## src/rtl/slv_guard_pkg.sv

```systemverilog
// -----------------------------------------------------------------------------
// slv_guard_pkg
// Shared types and widths for the slave-guard recovery controller.
//   state_e  : recovery FSM state encoding (visible on state_o)
//   TIMER_W  : width of the shared phase down-counter
//   CNT_W    : width of the completed-recovery counter
//   sat_inc  : saturating increment for the recovery counter
// -----------------------------------------------------------------------------
package slv_guard_pkg;

  localparam int unsigned STATE_W = 3;
  localparam int unsigned TIMER_W = 16;
  localparam int unsigned CNT_W   = 8;

  localparam logic [CNT_W-1:0] CNT_MAX = '1;

  typedef enum logic [STATE_W-1:0] {
    ST_IDLE    = 3'd0,
    ST_ISOLATE = 3'd1,
    ST_RESET   = 3'd2,
    ST_SETTLE  = 3'd3,
    ST_RELEASE = 3'd4,
    ST_LOCKED  = 3'd5
  } state_e;

  function automatic logic [CNT_W-1:0] sat_inc(input logic [CNT_W-1:0] v);
    return (v == CNT_MAX) ? v : v + CNT_W'(1);
  endfunction

endpackage

```

## src/rtl/slv_guard_recovery_ctrl.sv

```systemverilog
// -----------------------------------------------------------------------------
// slv_guard_recovery_ctrl
// Recovers a hung AXI subordinate: isolate the path, wait for drain (bounded
// by a timeout), pulse the subordinate reset, let it settle, then release.
// Locks out after MaxRecoveries completed recoveries until software clears.
//
// Ports
//   clk_i, rst_i    : clock, asynchronous active-high reset
//   guard_ena_i     : allows new recovery sequences to start
//   rst_req_i       : reset request level from the slave guard
//   isolated_i      : isolation stage reports path isolated and drained
//   sw_clear_i      : clears sticky flags; leaves LOCKED
//   isolate_o       : isolate request to the AXI isolation stage
//   slv_rst_o       : active-high subordinate reset
//   irq_o           : sticky recovery interrupt
//   iso_timeout_o   : sticky flag, isolation acknowledge never arrived
//   locked_o        : lockout active
//   busy_o          : controller not idle
//   state_o         : current FSM state
//   recov_cnt_o     : completed recoveries (saturating)
// -----------------------------------------------------------------------------
module slv_guard_recovery_ctrl
  import slv_guard_pkg::*;
#(
  parameter int unsigned RstCycles     = 16,
  parameter int unsigned SettleCycles  = 8,
  parameter int unsigned IsoTimeout    = 256,
  parameter int unsigned MaxRecoveries = 3
) (
  input  logic               clk_i,
  input  logic               rst_i,
  input  logic               guard_ena_i,
  input  logic               rst_req_i,
  input  logic               isolated_i,
  input  logic               sw_clear_i,
  output logic               isolate_o,
  output logic               slv_rst_o,
  output logic               irq_o,
  output logic               iso_timeout_o,
  output logic               locked_o,
  output logic               busy_o,
  output logic [STATE_W-1:0] state_o,
  output logic [CNT_W-1:0]   recov_cnt_o
);

  // Timer loads are "cycles - 1" so each phase lasts exactly the parameter.
  localparam logic [TIMER_W-1:0] ISO_LOAD    = TIMER_W'(IsoTimeout - 1);
  localparam logic [TIMER_W-1:0] RST_LOAD    = TIMER_W'(RstCycles - 1);
  localparam logic [TIMER_W-1:0] SETTLE_LOAD = TIMER_W'(SettleCycles - 1);
  localparam logic [CNT_W-1:0]   MAX_REC     = CNT_W'(MaxRecoveries);

  state_e             state_q, state_d;
  logic [TIMER_W-1:0] timer_q, timer_d;
  logic [CNT_W-1:0]   cnt_q, cnt_d;
  logic               irq_q, irq_d;
  logic               iso_to_q, iso_to_d;
  logic               isolate_q, isolate_d;
  logic               slv_rst_q, slv_rst_d;
  logic               locked_q, locked_d;
  logic               busy_q, busy_d;

  always_comb begin
    // NOTE: every variable gets a default before any branch so no path
    // leaves it unassigned, which would otherwise infer a latch.
    state_d  = state_q;
    timer_d  = timer_q;
    cnt_d    = cnt_q;
    irq_d    = irq_q;
    iso_to_d = iso_to_q;

    // Clear first; the set events in the case below overwrite it, so a
    // same-cycle set wins over the clear.
    if (sw_clear_i) begin
      irq_d    = 1'b0;
      iso_to_d = 1'b0;
    end

    unique case (state_q)
      ST_IDLE: begin
        if (rst_req_i && guard_ena_i) begin
          state_d = ST_ISOLATE;
          timer_d = ISO_LOAD;
          irq_d   = 1'b1;
        end
      end
      ST_ISOLATE: begin
        // Acknowledge is checked first so an ack on the last cycle is not
        // reported as a timeout.
        if (isolated_i) begin
          state_d = ST_RESET;
          timer_d = RST_LOAD;
        end else if (timer_q == '0) begin
          state_d  = ST_RESET;
          timer_d  = RST_LOAD;
          iso_to_d = 1'b1;
        end else begin
          timer_d = timer_q - TIMER_W'(1);
        end
      end
      ST_RESET: begin
        if (timer_q == '0) begin
          state_d = ST_SETTLE;
          timer_d = SETTLE_LOAD;
        end else begin
          timer_d = timer_q - TIMER_W'(1);
        end
      end
      ST_SETTLE: begin
        if (timer_q == '0) begin
          state_d = ST_RELEASE;
          cnt_d   = sat_inc(cnt_q);
        end else begin
          timer_d = timer_q - TIMER_W'(1);
        end
      end
      ST_RELEASE: begin
        // cnt_q already holds the count incremented on RELEASE entry.
        state_d = (cnt_q >= MAX_REC) ? ST_LOCKED : ST_IDLE;
      end
      ST_LOCKED: begin
        if (sw_clear_i) begin
          state_d = ST_IDLE;
          cnt_d   = '0;
        end
      end
      default: state_d = ST_IDLE;
    endcase

    // Outputs are decoded from the next state and registered, so they change
    // on the same edge as state_o.
    isolate_d = (state_d == ST_ISOLATE) || (state_d == ST_RESET) ||
                (state_d == ST_SETTLE)  || (state_d == ST_LOCKED);
    slv_rst_d = (state_d == ST_RESET);
    locked_d  = (state_d == ST_LOCKED);
    busy_d    = (state_d != ST_IDLE);
  end

  // NOTE: the asynchronous reset clears every flop, so slv_rst_o drops the
  // moment rst_i rises, even in the middle of a recovery.
  always_ff @(posedge clk_i or posedge rst_i) begin
    if (rst_i) begin
      state_q   <= ST_IDLE;
      timer_q   <= '0;
      cnt_q     <= '0;
      irq_q     <= 1'b0;
      iso_to_q  <= 1'b0;
      isolate_q <= 1'b0;
      slv_rst_q <= 1'b0;
      locked_q  <= 1'b0;
      busy_q    <= 1'b0;
    end else begin
      // NOTE: non-blocking assignments let every flop sample the pre-edge
      // values, independent of statement order.
      state_q   <= state_d;
      timer_q   <= timer_d;
      cnt_q     <= cnt_d;
      irq_q     <= irq_d;
      iso_to_q  <= iso_to_d;
      isolate_q <= isolate_d;
      slv_rst_q <= slv_rst_d;
      locked_q  <= locked_d;
      busy_q    <= busy_d;
    end
  end

  assign isolate_o     = isolate_q;
  assign slv_rst_o     = slv_rst_q;
  assign irq_o         = irq_q;
  assign iso_timeout_o = iso_to_q;
  assign locked_o      = locked_q;
  assign busy_o        = busy_q;
  assign state_o       = state_q;
  assign recov_cnt_o   = cnt_q;

endmodule

```

## config.mk

```make
export PLATFORM = sky130hd
export DESIGN_NAME = slv_guard_recovery_ctrl
export DESIGN_NICKNAME = d
export VERILOG_FILES = /design/src/rtl/slv_guard_pkg.sv /design/src/rtl/slv_guard_recovery_ctrl.sv
export SDC_FILE = /design/constraint.sdc
export NUM_CORES = 1
export LEC_CHECK = 0
export ABC_AREA = 1
export CORE_UTILIZATION = 35
export DETAILED_ROUTE_END_ITERATION = 16
export PLACE_DENSITY = 0.61
export SLEW_MARGIN = 30
export SYNTH_ARGS = -nofsm -noshare
export SYNTH_HDL_FRONTEND = slang
export SYNTH_SLANG_ARGS = --single-unit
```

## constraint.sdc

```tcl
create_clock -name clk_i -period 1.93 [get_ports clk_i]
set_clock_uncertainty 0.2 [all_clocks]
set_input_delay 0.386 -clock clk_i [delete_from_list [all_inputs] [get_ports clk_i]]
set_output_delay 0.386 -clock clk_i [all_outputs]
set_load 0.05 [all_outputs]
```

==> impl_metrics.py, run 1 <==
metrics = {
    "status": {
        "status": "completed",
    },
    "pwr": {
        "intPower_mw": 1.90,
        "seqPwrFrac": 0.297,
        "ir_worst_vdd_mv": 0.894,
        "p_clk_frac": 0.144,
        "power_density_nw_per_um2": 1340,
        "p_sw_frac": 0.478,
        "power.switching_mw": 1.74,
        "combPwrFrac": 0.559,
        "p_leak_nw": 1.35,
    },
    "route": {
        "wl_met2_mm": 2.26,
        "drt_pass1_iterations": 4,
        "wl_met1_mm": 2.48,
        "viasPerCell": 4.73,
        "top_layer_used": "met4",
        "wl_met3_um": 132,
        "vias": 1889,
        "drc": 0,
        "first_iter_violations": 142,
        "wl_per_cell_um": 12.4,
        "ant_nets": 0,
        "routed_wl_mm": 4.96,
    },
    "timing": {
        "relSlewSlack": 0.702,
        "setup_tns_ps": 0,
        "max_freq_ghz": 0.535,
        "final.setup.worst_slack_ps": 62.0,
        "setup_viol": 0,
        "drv_slew": 0,
        "hold_viol": 0,
        "finalCriticalPeriod_ps": 1870,
        "fin_crit_sh": 0.968,
        "worst_pin_slew_ps": 446,
    },
    "synth": {
        "ys_seq_area_frac": 0.398,
        "avgSynthCellArea_um2": 7.46,
        "yosys_warnings": 0,
        "synth_area_um2": 2070,
        "synth_seq_cells": 33,
        "postSynthCellCount": 278,
        "syn_nets": 287,
        "yosysUniqueCellTypes": 30,
    },
    "finish": {
        "regArea_um2": 831,
        "drive_gt1_frac": 0.300,
        "design_area_um2": 2730,
        "multi_input_area_um2": 1160,
        "nFillCells": 556,
        "instances_no_fill": 399,
        "final_nets": 335,
        "diodes": 0,
        "syn_to_final_growth_pct": 31.4,
    },
    "placement": {
        "pre_cts_slack_ps": -11.1,
        "placed_cells": 386,
        "post-dp-hpwl_mm": 3.54,
        "port_buffers": 22,
        "dpl_cell_area_um2": 2530,
        "place.gp.congestion": 0.779,
    },
    "cts": {
        "cts_root_buf": "clkbuf_8",
        "clk_latency_ps": 300,
        "cts_buffer_depth": 2,
        "cts_htree_levels": 2,
        "cts.clk_slew.worst_paths_ps": 80,
        "cts_sinks": 33,
        "cts_tree": "built",
        "cts_buffers": 5,
        "cts_hold_buf": 0,
    },
    "floorplanning": {
        "ios": 23,
        "fp.dieH_um": 79.0,
        "die_x_um": 79.0,
        "rows": 27,
        "initial_utilization": 0.370,
        "core_region_area_um2": 5610,
        "die-area_um2": 6240,
    },
    "worst_setup_path": {
        "required_ps": 1920,
        "cp_common_cell": "nand2_1",
        "critPathArrivalTime_ps": 1850,
        "critPathMaxFanout": 7,
        "cpMaxStageDelayCell": "dfrtp_2",
        "crit_chain": "nor2_4 > nand2_1 > nor2_2 > nand2_2 > a21oi_4 > buf_6 > nand2_4 > nand2_1 > nand2_1",
        "cp_top_family": "simple AND/OR/NAND/NOR gates",
        "cp-start-kind": "flop",
        "critPathCaptureType": "flop",
        "critPathBufInv": 1,
        "path_class": "reg -> reg",
        "cp_slowest_stage_delay_ps": 450,
    },
    "worst_hold_path": {
        "holdCritPathClass": "in -> async",
    },
    "global_routing": {
        "grt_pass1_wl_mm": 8.12,
        "grt_pass1_vias": 1702,
        "overflow": 0,
        "antenna_found_initial": 0,
        "grt_max_degree": 34,
        "grt_usage": 0.168,
    },
    "flow_run": {
        "cap_violations": 0,
    },
}
[path summary, 6_finish.rpt]
path / startpoint / to / slack (ps) / cells after the start
min reg2reg: irq_o / irq_o / 290 / 2
max: timer_q[3] / recov_cnt_o[6] / 60 / 9
min: rst_i / isolate_o / 280 / 3
max reg2reg: timer_q[3] / recov_cnt_o[6] / 60 / 9
max in group asynchronous: rst_i / recov_cnt_o[3] / 900 / 3
min in group clk_i: irq_o / irq_o / 290 / 2
[flip-flops by register name (all words and copies together), names as in the netlist]
name,cells
busy_o,1
irq_o,1
iso_timeout_o,1
isolate_o,1
locked_o,1
recov_cnt_o,8
slv_rst_o,1
state_o,3
timer_q,16
[kinds of logic after synthesis]
kind of cell               share of synthesized area
xor gates and xnor gates                      0.0338
DFF                                            0.398
adders and majority gates                     0.0181
and+or+nand+nor                                0.383
AOI/OAI and AO/OA                             0.0875
buffers and inverters                         0.0796
[Yosys cell counts]
cell	n	area [um^2]
nand2_1	78	293
nor2_1	38	143
dfrtp_1	33	826
inv_1	30	113
nand3_1	17	85.1
nand4_1	9	56.3
a21oi_1	7	35.0
nor3_1	6	30.0
o21ai_2	6	52.6
xor2_1	6	52.6
inv_2	5	18.8
nand2_2	4	25.0
nor2_2	4	25.0
nor2_4	4	45.0
o21ai_1	4	20.0
buf_6	3	33.8
ha_1	3	37.5
o21bai_1	3	22.5
or2_2	3	18.8
nand3_2	2	20.0
nand3b_1	2	15.0
o21ai_0	2	10.0
xnor2_1	2	17.5
a21oi_2	1	8.76
a21oi_4	1	16.3
a31o_2	1	8.76
nand2_4	1	11.3
nand3_4	1	17.5
nor3_2	1	10.0
o31ai_1	1	7.51
[stage by stage]
| stage | util | total power [mW] | hold slack, ps |
|---|---|---|---|
| after floorplan | - | 2.38 | 271 |
| after global placement | 0.451 | 2.97 | 267 |
| after detailed placement | 0.451 | 2.99 | 272 |
| after CTS | 0.466 | 3.53 | 294 |
| after global routing | 0.486 | 3.92 | 325 |
| final | 0.486 | 3.64 | 281 |
[routing by layer]
layer / track usage / vias up
li1: - / 984
met5: 0 / -
met3: 0.0310 / 7
met1: 0.234 / 876
met2: 0.254 / 22
met4: 0.0709 / 0
[final cells by class]
| type | count | area share |
|---|---|---|
| clock buffers | 5 | 0.0252 |
| inverters | 35 | 0.0482 |
| repair buffers | 43 | 0.158 |
| clock inverters | 3 | 0.00642 |
| well taps | 72 | 0.0330 |
| multi-input cells | 208 | 0.425 |
| flip-flops and latches | 33 | 0.305 |
[timing repair]
action | 4_1_cts | 5_1_grt
buffers inserted | 0 | 4
gates resized for setup | 0 | 21
endpoints found under the setup margin | 0 | 24
hold endpoints to repair | 0 | 0
[power groups by stage]
stage               combinational (mW)  clock, mW  sequential [mW]
finish                            2.04      0.526             1.08
global route                      2.25      0.567             1.11
CTS                               1.92      0.543             1.07
detailed placement                1.91          0             1.08
global placement                  1.89          0             1.08
floorplan                         1.01          0             1.36
[worst register-to-register path: cells and delay by family (launching register included)]
kind	cells	cell delay [ps]
and+or+nand+nor	7	730
DFF	1	450
AOI/OAI and AO/OA	1	230
buffers and inverters	1	140
[cell usage in the layout, fill, tap and decap left out]
| cell type | n |
|---|---|
| a21oi_1 | 7 |
| a21oi_2 | 1 |
| a21oi_4 | 1 |
| a31o_2 | 1 |
| buf_12 | 7 |
| buf_4 | 29 |
| buf_6 | 2 |
| clkbuf_8 | 5 |
| clkdlybuf4s50_1 | 5 |
| clkinv_2 | 2 |
| clkinvlp_4 | 1 |
| dfrtp_1 | 29 |
| dfrtp_2 | 4 |
| ha_1 | 1 |
| ha_2 | 1 |
| ha_4 | 1 |
| inv_1 | 29 |
| inv_2 | 6 |
| nand2_1 | 76 |
| nand2_2 | 4 |
| nand2_4 | 4 |
| nand3_1 | 15 |
| nand3_2 | 4 |
| nand3_4 | 1 |
| nand3b_1 | 2 |
| nand4_1 | 9 |
| nor2_1 | 33 |
| nor2_2 | 8 |
| nor2_4 | 5 |
| nor3_1 | 5 |
| nor3_2 | 2 |
| o21ai_0 | 2 |
| o21ai_1 | 4 |
| o21ai_2 | 6 |
| o21bai_1 | 3 |
| o31ai_1 | 1 |
| or2_2 | 3 |
| xnor2_1 | 2 |
| xor2_1 | 6 |
Power figures use the tool's default switching activity.
==> run 2, diff against run 1 <==
--- a/config.mk
+++ b/config.mk
@@ -7,6 +7,7 @@
 export LEC_CHECK = 0
 export ABC_AREA = 1
 export CORE_UTILIZATION = 35
+export CTS_CLUSTER_DIAMETER = 50
 export DETAILED_ROUTE_END_ITERATION = 16
 export PLACE_DENSITY = 0.61
 export SLEW_MARGIN = 30
==> results of run 2 <==
Final layout, timing and power as in run 1 (identical DEF).
==> run 3, diff against run 2 <==
--- a/config.mk
+++ b/config.mk
@@ -6,6 +6,7 @@
 export NUM_CORES = 1
 export LEC_CHECK = 0
 export ABC_AREA = 1
+export CAP_MARGIN = 20
 export CORE_UTILIZATION = 35
 export CTS_CLUSTER_DIAMETER = 50
 export DETAILED_ROUTE_END_ITERATION = 16
==> results of run 3 <==
Final layout, timing and power as in run 1 (identical DEF).
